**config.mk**
```make
export PLATFORM = sky130hd
export DESIGN_NAME = uart_rx
export DESIGN_NICKNAME = d
export VERILOG_FILES = /design/src/rtl/uart_rx.sv
export SDC_FILE = /design/constraint.sdc
export NUM_CORES = 1
export LEC_CHECK = 0
export CAP_MARGIN = 20
export CORE_MARGIN = 4
export CORE_UTILIZATION = 50
export DETAILED_ROUTE_END_ITERATION = 8
export PLACE_DENSITY = 0.7
export SYNTH_ARGS = -nofsm -noshare
export SYNTH_HDL_FRONTEND = slang
export SYNTH_SLANG_ARGS = --single-unit
```
**constraint.sdc**
```tcl
create_clock -name clk -period 3.5 [get_ports clk]
set_clock_uncertainty 0.2 [all_clocks]
set_input_delay 0.7 -clock clk [delete_from_list [all_inputs] [get_ports clk]]
set_output_delay 0.7 -clock clk [all_outputs]
set_load 0.05 [all_outputs]
```
**src/rtl/uart_rx.sv**
```systemverilog
// 8N1 serial receiver: 2-flop synchronized RX, mid-bit sampling, glitch-start
// rejection, framing-error pulse and break hold-off before re-arming.
`timescale 1ns/1ps
module uart_rx #(
  parameter int CLKS_PER_BIT = 868
) (
  input  logic       clk,
  input  logic       rst_n,
  input  logic       rx,
  output logic [7:0] word,
  output logic       ld,
  output logic       frame_err,
  output logic       busy
);
  localparam int CW = $clog2(CLKS_PER_BIT);
  localparam logic [CW-1:0] HALF = CW'((CLKS_PER_BIT - 1) / 2);
  localparam logic [CW-1:0] LAST = CW'(CLKS_PER_BIT - 1);

  typedef enum logic [2:0] {IDLE, START, DATA, STOP, BRK} state_t;

  state_t        r_state, w_state_nxt;
  logic          r_sync1, r_rxs;
  logic [CW-1:0] r_cnt, w_cnt_nxt;
  logic [2:0]    r_idx, w_idx_nxt;
  logic [7:0]    r_sh, w_sh_nxt;
  logic [7:0]    r_word, w_word_nxt;
  logic          r_ld, w_ld_nxt;
  logic          r_fe, w_fe_nxt;
  logic          r_busy;

  always_comb begin
    w_state_nxt = r_state;
    w_cnt_nxt   = r_cnt + CW'(1);
    w_idx_nxt   = r_idx;
    w_sh_nxt    = r_sh;
    w_word_nxt  = r_word;
    w_ld_nxt    = 1'b0;
    w_fe_nxt    = 1'b0;
    case (r_state)
      IDLE: begin
        w_cnt_nxt = '0;
        if (!r_rxs) w_state_nxt = START;
      end
      START: begin
        // Line must still be low at mid start bit, otherwise it was a glitch.
        if (r_cnt == HALF) begin
          w_cnt_nxt   = '0;
          w_idx_nxt   = '0;
          w_state_nxt = r_rxs ? IDLE : DATA;
        end
      end
      DATA: begin
        if (r_cnt == LAST) begin
          w_cnt_nxt = '0;
          w_sh_nxt  = {r_rxs, r_sh[7:1]};
          if (r_idx == 3'd7) w_state_nxt = STOP;
          else               w_idx_nxt   = r_idx + 3'd1;
        end
      end
      STOP: begin
        // Leaving at mid stop bit leaves half a bit to catch a back-to-back start edge.
        if (r_cnt == LAST) begin
          w_cnt_nxt = '0;
          if (r_rxs) begin
            w_word_nxt  = r_sh;
            w_ld_nxt    = 1'b1;
            w_state_nxt = IDLE;
          end else begin
            w_fe_nxt    = 1'b1;
            w_state_nxt = BRK;
          end
        end
      end
      BRK: begin
        w_cnt_nxt = '0;
        if (r_rxs) w_state_nxt = IDLE;
      end
      default: begin
        w_cnt_nxt   = '0;
        w_state_nxt = IDLE;
      end
    endcase
  end

  always_ff @(posedge clk or negedge rst_n) begin
    if (!rst_n) begin
      r_sync1 <= 1'b1;
      r_rxs   <= 1'b1;
      r_state <= IDLE;
      r_cnt   <= '0;
      r_idx   <= '0;
      r_sh    <= '0;
      r_word  <= '0;
      r_ld    <= 1'b0;
      r_fe    <= 1'b0;
      r_busy  <= 1'b0;
    end else begin
      r_sync1 <= rx;
      r_rxs   <= r_sync1;
      r_state <= w_state_nxt;
      r_cnt   <= w_cnt_nxt;
      r_idx   <= w_idx_nxt;
      r_sh    <= w_sh_nxt;
      r_word  <= w_word_nxt;
      r_ld    <= w_ld_nxt;
      r_fe    <= w_fe_nxt;
      r_busy  <= (r_state != IDLE);
    end
  end

  assign word      = r_word;
  assign ld        = r_ld;
  assign frame_err = r_fe;
  assign busy      = r_busy;
endmodule

```
=== After elaboration in Yosys (flattened, before gate mapping) ===
Index checks and enable logic that the tools add are counted.

* Add/sub/neg operators: 2
* Eq/ne operators: 14
* Multiplexer cells: 22
* Reductions and logical operators: 8

{| class="wikitable"
|+ Operator list
! kind !! number
|-
| $mux W3 || 10
|-
| $mux W10 || 2
|-
| $pmux W10 S2 || 1
|-
| $pmux W3 S5 || 1
|-
| $ne A2 B2 Y1 const B || 7
|-
| $add A10 B1 Y10 const B || 1
|-
| $eq A10 B10 Y1 const B || 1
|-
| $eq A10 B9 Y1 const B || 1
|-
| $eq A3 B2 Y1 const B || 2
|-
| $eq A3 B3 Y1 const B || 2
|-
| $mux W1 || 6
|-
| $pmux W3 S2 || 1
|-
| $reduce_and A6 Y1 || 1
|-
| $reduce_and A4 Y1 || 1
|-
| $add A3 B1 Y3 const B || 1
|-
| $eq A3 B1 Y1 const B || 1
|-
| $logic_not A3 Y1 || 1
|-
| $reduce_and A3 Y1 || 1
|-
| $reduce_bool A3 Y1 || 1
|-
| $mux W2 || 1
|-
| $reduce_and A2 Y1 || 1
|-
| $reduce_bool A2 Y1 || 1
|-
| $reduce_or A2 Y1 || 1
|}

* Bits in registers: 37
* Output and inout port bits: 11
* Logic and storage cells: 56

=== Logic depth before layout (Yosys ltp) ===
* Word-level depth: 4
* Gate-level depth with buffers: 6
* Mapped depth without buffers: 6

=== Worst setup path before layout ===
OpenSTA, ideal clock, no wires.

* Path kind: reg2reg
* Start point: reg r_cnt[0]
* End point: reg r_word[0] (netlist: word[0])
* Arrival time: 1652 ps
* Required time: 3175 ps
* Slack: 1523 ps
* Cell stages (with the launch flop): 7
* Clock period less this slack: 1977 ps
* Cells stage by stage: dfrtp_1 -> ha_1 -> and4bb_1 -> and3_4 -> and4_1 -> buf_6 -> mux2_4

* Cells in the longest elaborated chain, start to end: 2

{| class="wikitable"
|+ Ends and longest elaborated chain
! item !! RTL line !! text
|-
| start: declaration || 23 || <nowiki>logic [CW-1:0] r_cnt, w_cnt_nxt;</nowiki>
|-
| start signal: assignment || 101 || <nowiki>r_cnt <= w_cnt_nxt;</nowiki>
|-
| $eq A10 B10 Y1 || 62 || <nowiki>if (r_cnt == LAST) begin</nowiki>
|-
| $reduce_and A3 Y1 (no line) || - ||
|-
| end signal: assignment || 104 || <nowiki>r_word <= w_word_nxt;</nowiki>
|-
| end: declaration || 26 || <nowiki>logic [7:0] r_word, w_word_nxt;</nowiki>
|}

Every way passes these cells.
A chain may end at the register's enable or synchronous reset.

=== Final worst setup path ===
* Start point: reg r_word[7] (netlist: word[7])
* End point: out word[7]

{| class="wikitable"
|+ RTL lines
! item !! RTL line !! text
|-
| end: declaration || 10 || <nowiki>output logic [7:0] word,</nowiki>
|}

No word-level cell between the ends.

==> results.toml <==
[hold_path]
worst_min_path_start = "r_sync1"
hold_path_class = "flip-flop to flip-flop"
hold_path_end = "r_rxs"
number_of_instances_on_the_worst_hold_path = 0

[final_layout]
final-instance-count-excl-fill = 190
area_growth_syn_to_layout_pct = 13.2
final_cell_mix = "sky130_fd_sc_hd__dfrtp_1, sky130_fd_sc_hd__nor2_1, sky130_fd_sc_hd__clkdlybuf4s50_1"
design.final.nets = 152
finalInstanceArea_mm2 = 0.00188
drive_gt1_frac = 0.151
mostFrequentLayoutCell = "sky130_fd_sc_hd__dfrtp_1"
num_antenna_cells = 0

[cts]
worst_setup_hold_path_clk_slew_ps = 110
tritoncts_buffer_count = 5
numClockSinks = 37
maximum_level_of_the_cts_h_tree = 2
cts_post_setup_buffers_inserted = 0
worst_skew_pair.late_latency_ps = 340
clk_path_buf_depth = 2
clockRootBuffer = "sky130_fd_sc_hd__clkbuf_4"
post_cts_resize_count = 0
ctsHoldBuffers = 0
cts_tree = "built"

[global_routing]
grt_first_pass_wirelength_um = 5000
grt_pass1_vias = 1107
initial_antenna_violation_count = 0
grt_start_max_net_pins = 38
grt.total_usage = 0.155
gr-total-overflow = 0

[logic_synthesis]
post_synthesis_instance_total = 128
yosys.cell_types.count = 38
synthesis.area_per_instance_um2 = 13.0
synth_warnings = 0
postSynthNetCount = 135
post_synth_instance_area_mm2 = 0.00166
postSynthRegisterBits = 37
sequential_element_share_of_the_synthesized_area = 0.558

[status]
run_status = "completed"

[worst_setup_path]
critPathTopFamily = "buffers and inverters"
worstSetupPathType = "flip-flop to primary output"
crit_path_cell_trace = "clkdlybuf4s50_1"
critPathCaptureType = "primary output"
reg2reg_slack_ps = 1210
cp.buffers_inverters = 1
critical_path_arrival_ps = 1520
critical_path_required_ps = 2600
critical_path.startpoint_type = "flip-flop"
timing.rr.start = "r_cnt[0]"
cp_slowest_stage_delay_ps = 810
ff2ff_path_depth = 5
regToRegEndpoint = "word[1]"
slowest_stage_cell_cp = "sky130_fd_sc_hd__clkdlybuf4s50_1"
timing.critical_path.fanout_max = 2

[timing]
worst_slew_pin_slew_ps = 512
layout_min_cycle_time_ps = 2420
timing.hold.ws_ps = 165
hold_viol = 0
rsz0062_at_grt = "no"
fmaxAchievable_ghz = 0.413
remaining_max_slew_budget_at_the_tightest_pin = 0.653
final.setup.tns_ps = 0
final_min_period_over_clock_period = 0.691
finalSetupViolations = 0
final_max_slew_viol_count = 0

[placed_design]
routabilityCongestion = 0.823
place.detailed.instances = 182
input_output_buffers = 13
dp_hpwl_um = 1950
post_dp_cell_area_mm2 = 0.00183

[floorplanning]
fp.dieW_um = 65.7
fp-row-count = 20
floorplan.die_area_mm2 = 0.00431
initial_core_utilization = 0.532
ios = 14
core_mm2 = 0.00313
height_of_the_die_um = 65.7

[power]
combPwrFrac = 0.017
pwr-share-clk = 0.321
p_leak_uw = 0.000904
p_int_uw = 509
power-per-cell-area_mw_per_mm2 = 346
worst_ir_drop_vdd_mv = 0.137
portion_of_total_power_attributed_to_sequential_cells = 0.662
power_switching_uw = 142
fraction_of_power_spent_switching_nets = 0.218

[route]
route.antenna.remaining_nets = 0
routed-via-count = 1027
vias_per_cell = 5.41
first_iter_violations = 63
routed_wire_length_per_instance_um = 14.4
route.detailed.drc = 0
drt_first_pass_iters = 4
finalWirelength_um = 2740

[run]
cap_viol_max_count = 0
## cells in the mapped netlist
cell type | instances | area, um^2
sky130_fd_sc_hd__and3_4 | 1 | 11.3
sky130_fd_sc_hd__and4bb_1 | 1 | 12.5
sky130_fd_sc_hd__and4b_1 | 1 | 10.0
sky130_fd_sc_hd__mux2_1 | 8 | 90.1
sky130_fd_sc_hd__mux2_2 | 1 | 11.3
sky130_fd_sc_hd__o21bai_1 | 1 | 7.51
sky130_fd_sc_hd__inv_1 | 3 | 11.3
sky130_fd_sc_hd__xnor2_1 | 3 | 26.3
sky130_fd_sc_hd__buf_2 | 1 | 5.00
sky130_fd_sc_hd__nand3_1 | 3 | 15.0
sky130_fd_sc_hd__and2_1 | 1 | 6.26
sky130_fd_sc_hd__nor3b_1 | 2 | 15.0
sky130_fd_sc_hd__nor2_1 | 14 | 52.6
sky130_fd_sc_hd__a22o_1 | 2 | 17.5
sky130_fd_sc_hd__dfrtp_1 | 35 | 876
sky130_fd_sc_hd__nand4_2 | 1 | 12.5
sky130_fd_sc_hd__mux2_4 | 8 | 120
sky130_fd_sc_hd__a21o_1 | 1 | 7.51
sky130_fd_sc_hd__a311oi_1 | 2 | 17.5
sky130_fd_sc_hd__a211oi_1 | 1 | 7.51
sky130_fd_sc_hd__and3_1 | 2 | 12.5
sky130_fd_sc_hd__and4_1 | 2 | 17.5
sky130_fd_sc_hd__buf_6 | 1 | 11.3
sky130_fd_sc_hd__a21oi_1 | 1 | 5.00
sky130_fd_sc_hd__dfstp_2 | 2 | 52.6
sky130_fd_sc_hd__o311ai_1 | 1 | 8.76
sky130_fd_sc_hd__ha_1 | 4 | 50.1
sky130_fd_sc_hd__a41oi_1 | 1 | 8.76
sky130_fd_sc_hd__clkbuf_1 | 2 | 7.51
sky130_fd_sc_hd__nor2b_1 | 3 | 18.8
sky130_fd_sc_hd__nor4_1 | 1 | 6.26
sky130_fd_sc_hd__a41o_1 | 2 | 20.0
sky130_fd_sc_hd__nand4_1 | 4 | 25.0
sky130_fd_sc_hd__xor2_1 | 5 | 43.8
sky130_fd_sc_hd__o21ai_0 | 1 | 5.00
sky130_fd_sc_hd__nor3b_2 | 1 | 12.5
sky130_fd_sc_hd__nand2_1 | 4 | 15.0
sky130_fd_sc_hd__nor4bb_1 | 1 | 10.0
## state kept, by name, indices dropped and copies added, names as in the netlist
name       flops
r_idx          3
r_sync1        1
frame_err      1
ld             1
r_cnt         10
r_rxs          1
r_state        3
r_sh           8
busy           1
word           8
## power groups by stage
| stage | logic [uW] | clock network (uW) | registers, uW |
|---|---|---|---|
| CTS | 11.8 | 219 | 431 |
| detailed placement | 11.8 | 0 | 439 |
| global route | 13.3 | 245 | 431 |
| floorplan | 0.511 | 0 | 439 |
| global placement | 11.4 | 0 | 439 |
| finish | 11.1 | 209 | 431 |
## through the flow
step	setup WS [ps]	util	total power (uW)
3_3_place_gp	1290	0.586	450
3_5_place_dp	1220	0.586	451
5_1_grt	1020	0.602	689
2_1_floorplan	1520	-	439
6_report	1080	0.602	651
4_1_cts	1060	0.602	662
## cells by family after synthesis
family                   after synthesis  synth area share
AND/OR/NAND/NOR                       42             0.152
XOR/XNOR                               8            0.0421
flip-flops                            37             0.558
AO/OA/AOI/OAI                         13            0.0632
adder cells (fa/ha/maj)                4            0.0301
buffers and inverters                  7            0.0211
multiplexers                          17             0.133
## cell type report
type,instances,area (um^2)
clock buffer,6,41.3
clock inverter,2,10.0
fill,266,1240
inverter,3,11.3
multi-input combinational,84,699
sequential,37,928
tap,44,55.1
timing repair buffer,14,138
## how the worst max path moves through the flow
stage,depth (start not counted),startpoint,slack (ps),endpoint
final,1,word[7],1080,word[7]
after CTS,1,word[1],1060,word[1]
after detailed placement,5,r_cnt[0],1220,word[1]
after global routing,1,word[1],1020,word[1]
after floorplan,6,r_cnt[0],1520,word[0]
after global placement,5,r_cnt[0],1290,word[0]
## per-layer routing
metal  up-vias  track usage  share of wire
li1        499            -              -
met1       507        0.180           0.46
met2        17        0.262           0.48
met3         4       0.0530          0.041
met4         0       0.0622          0.020
met5         -            0              0
Note: power is estimated with default switching activity, not from simulation.
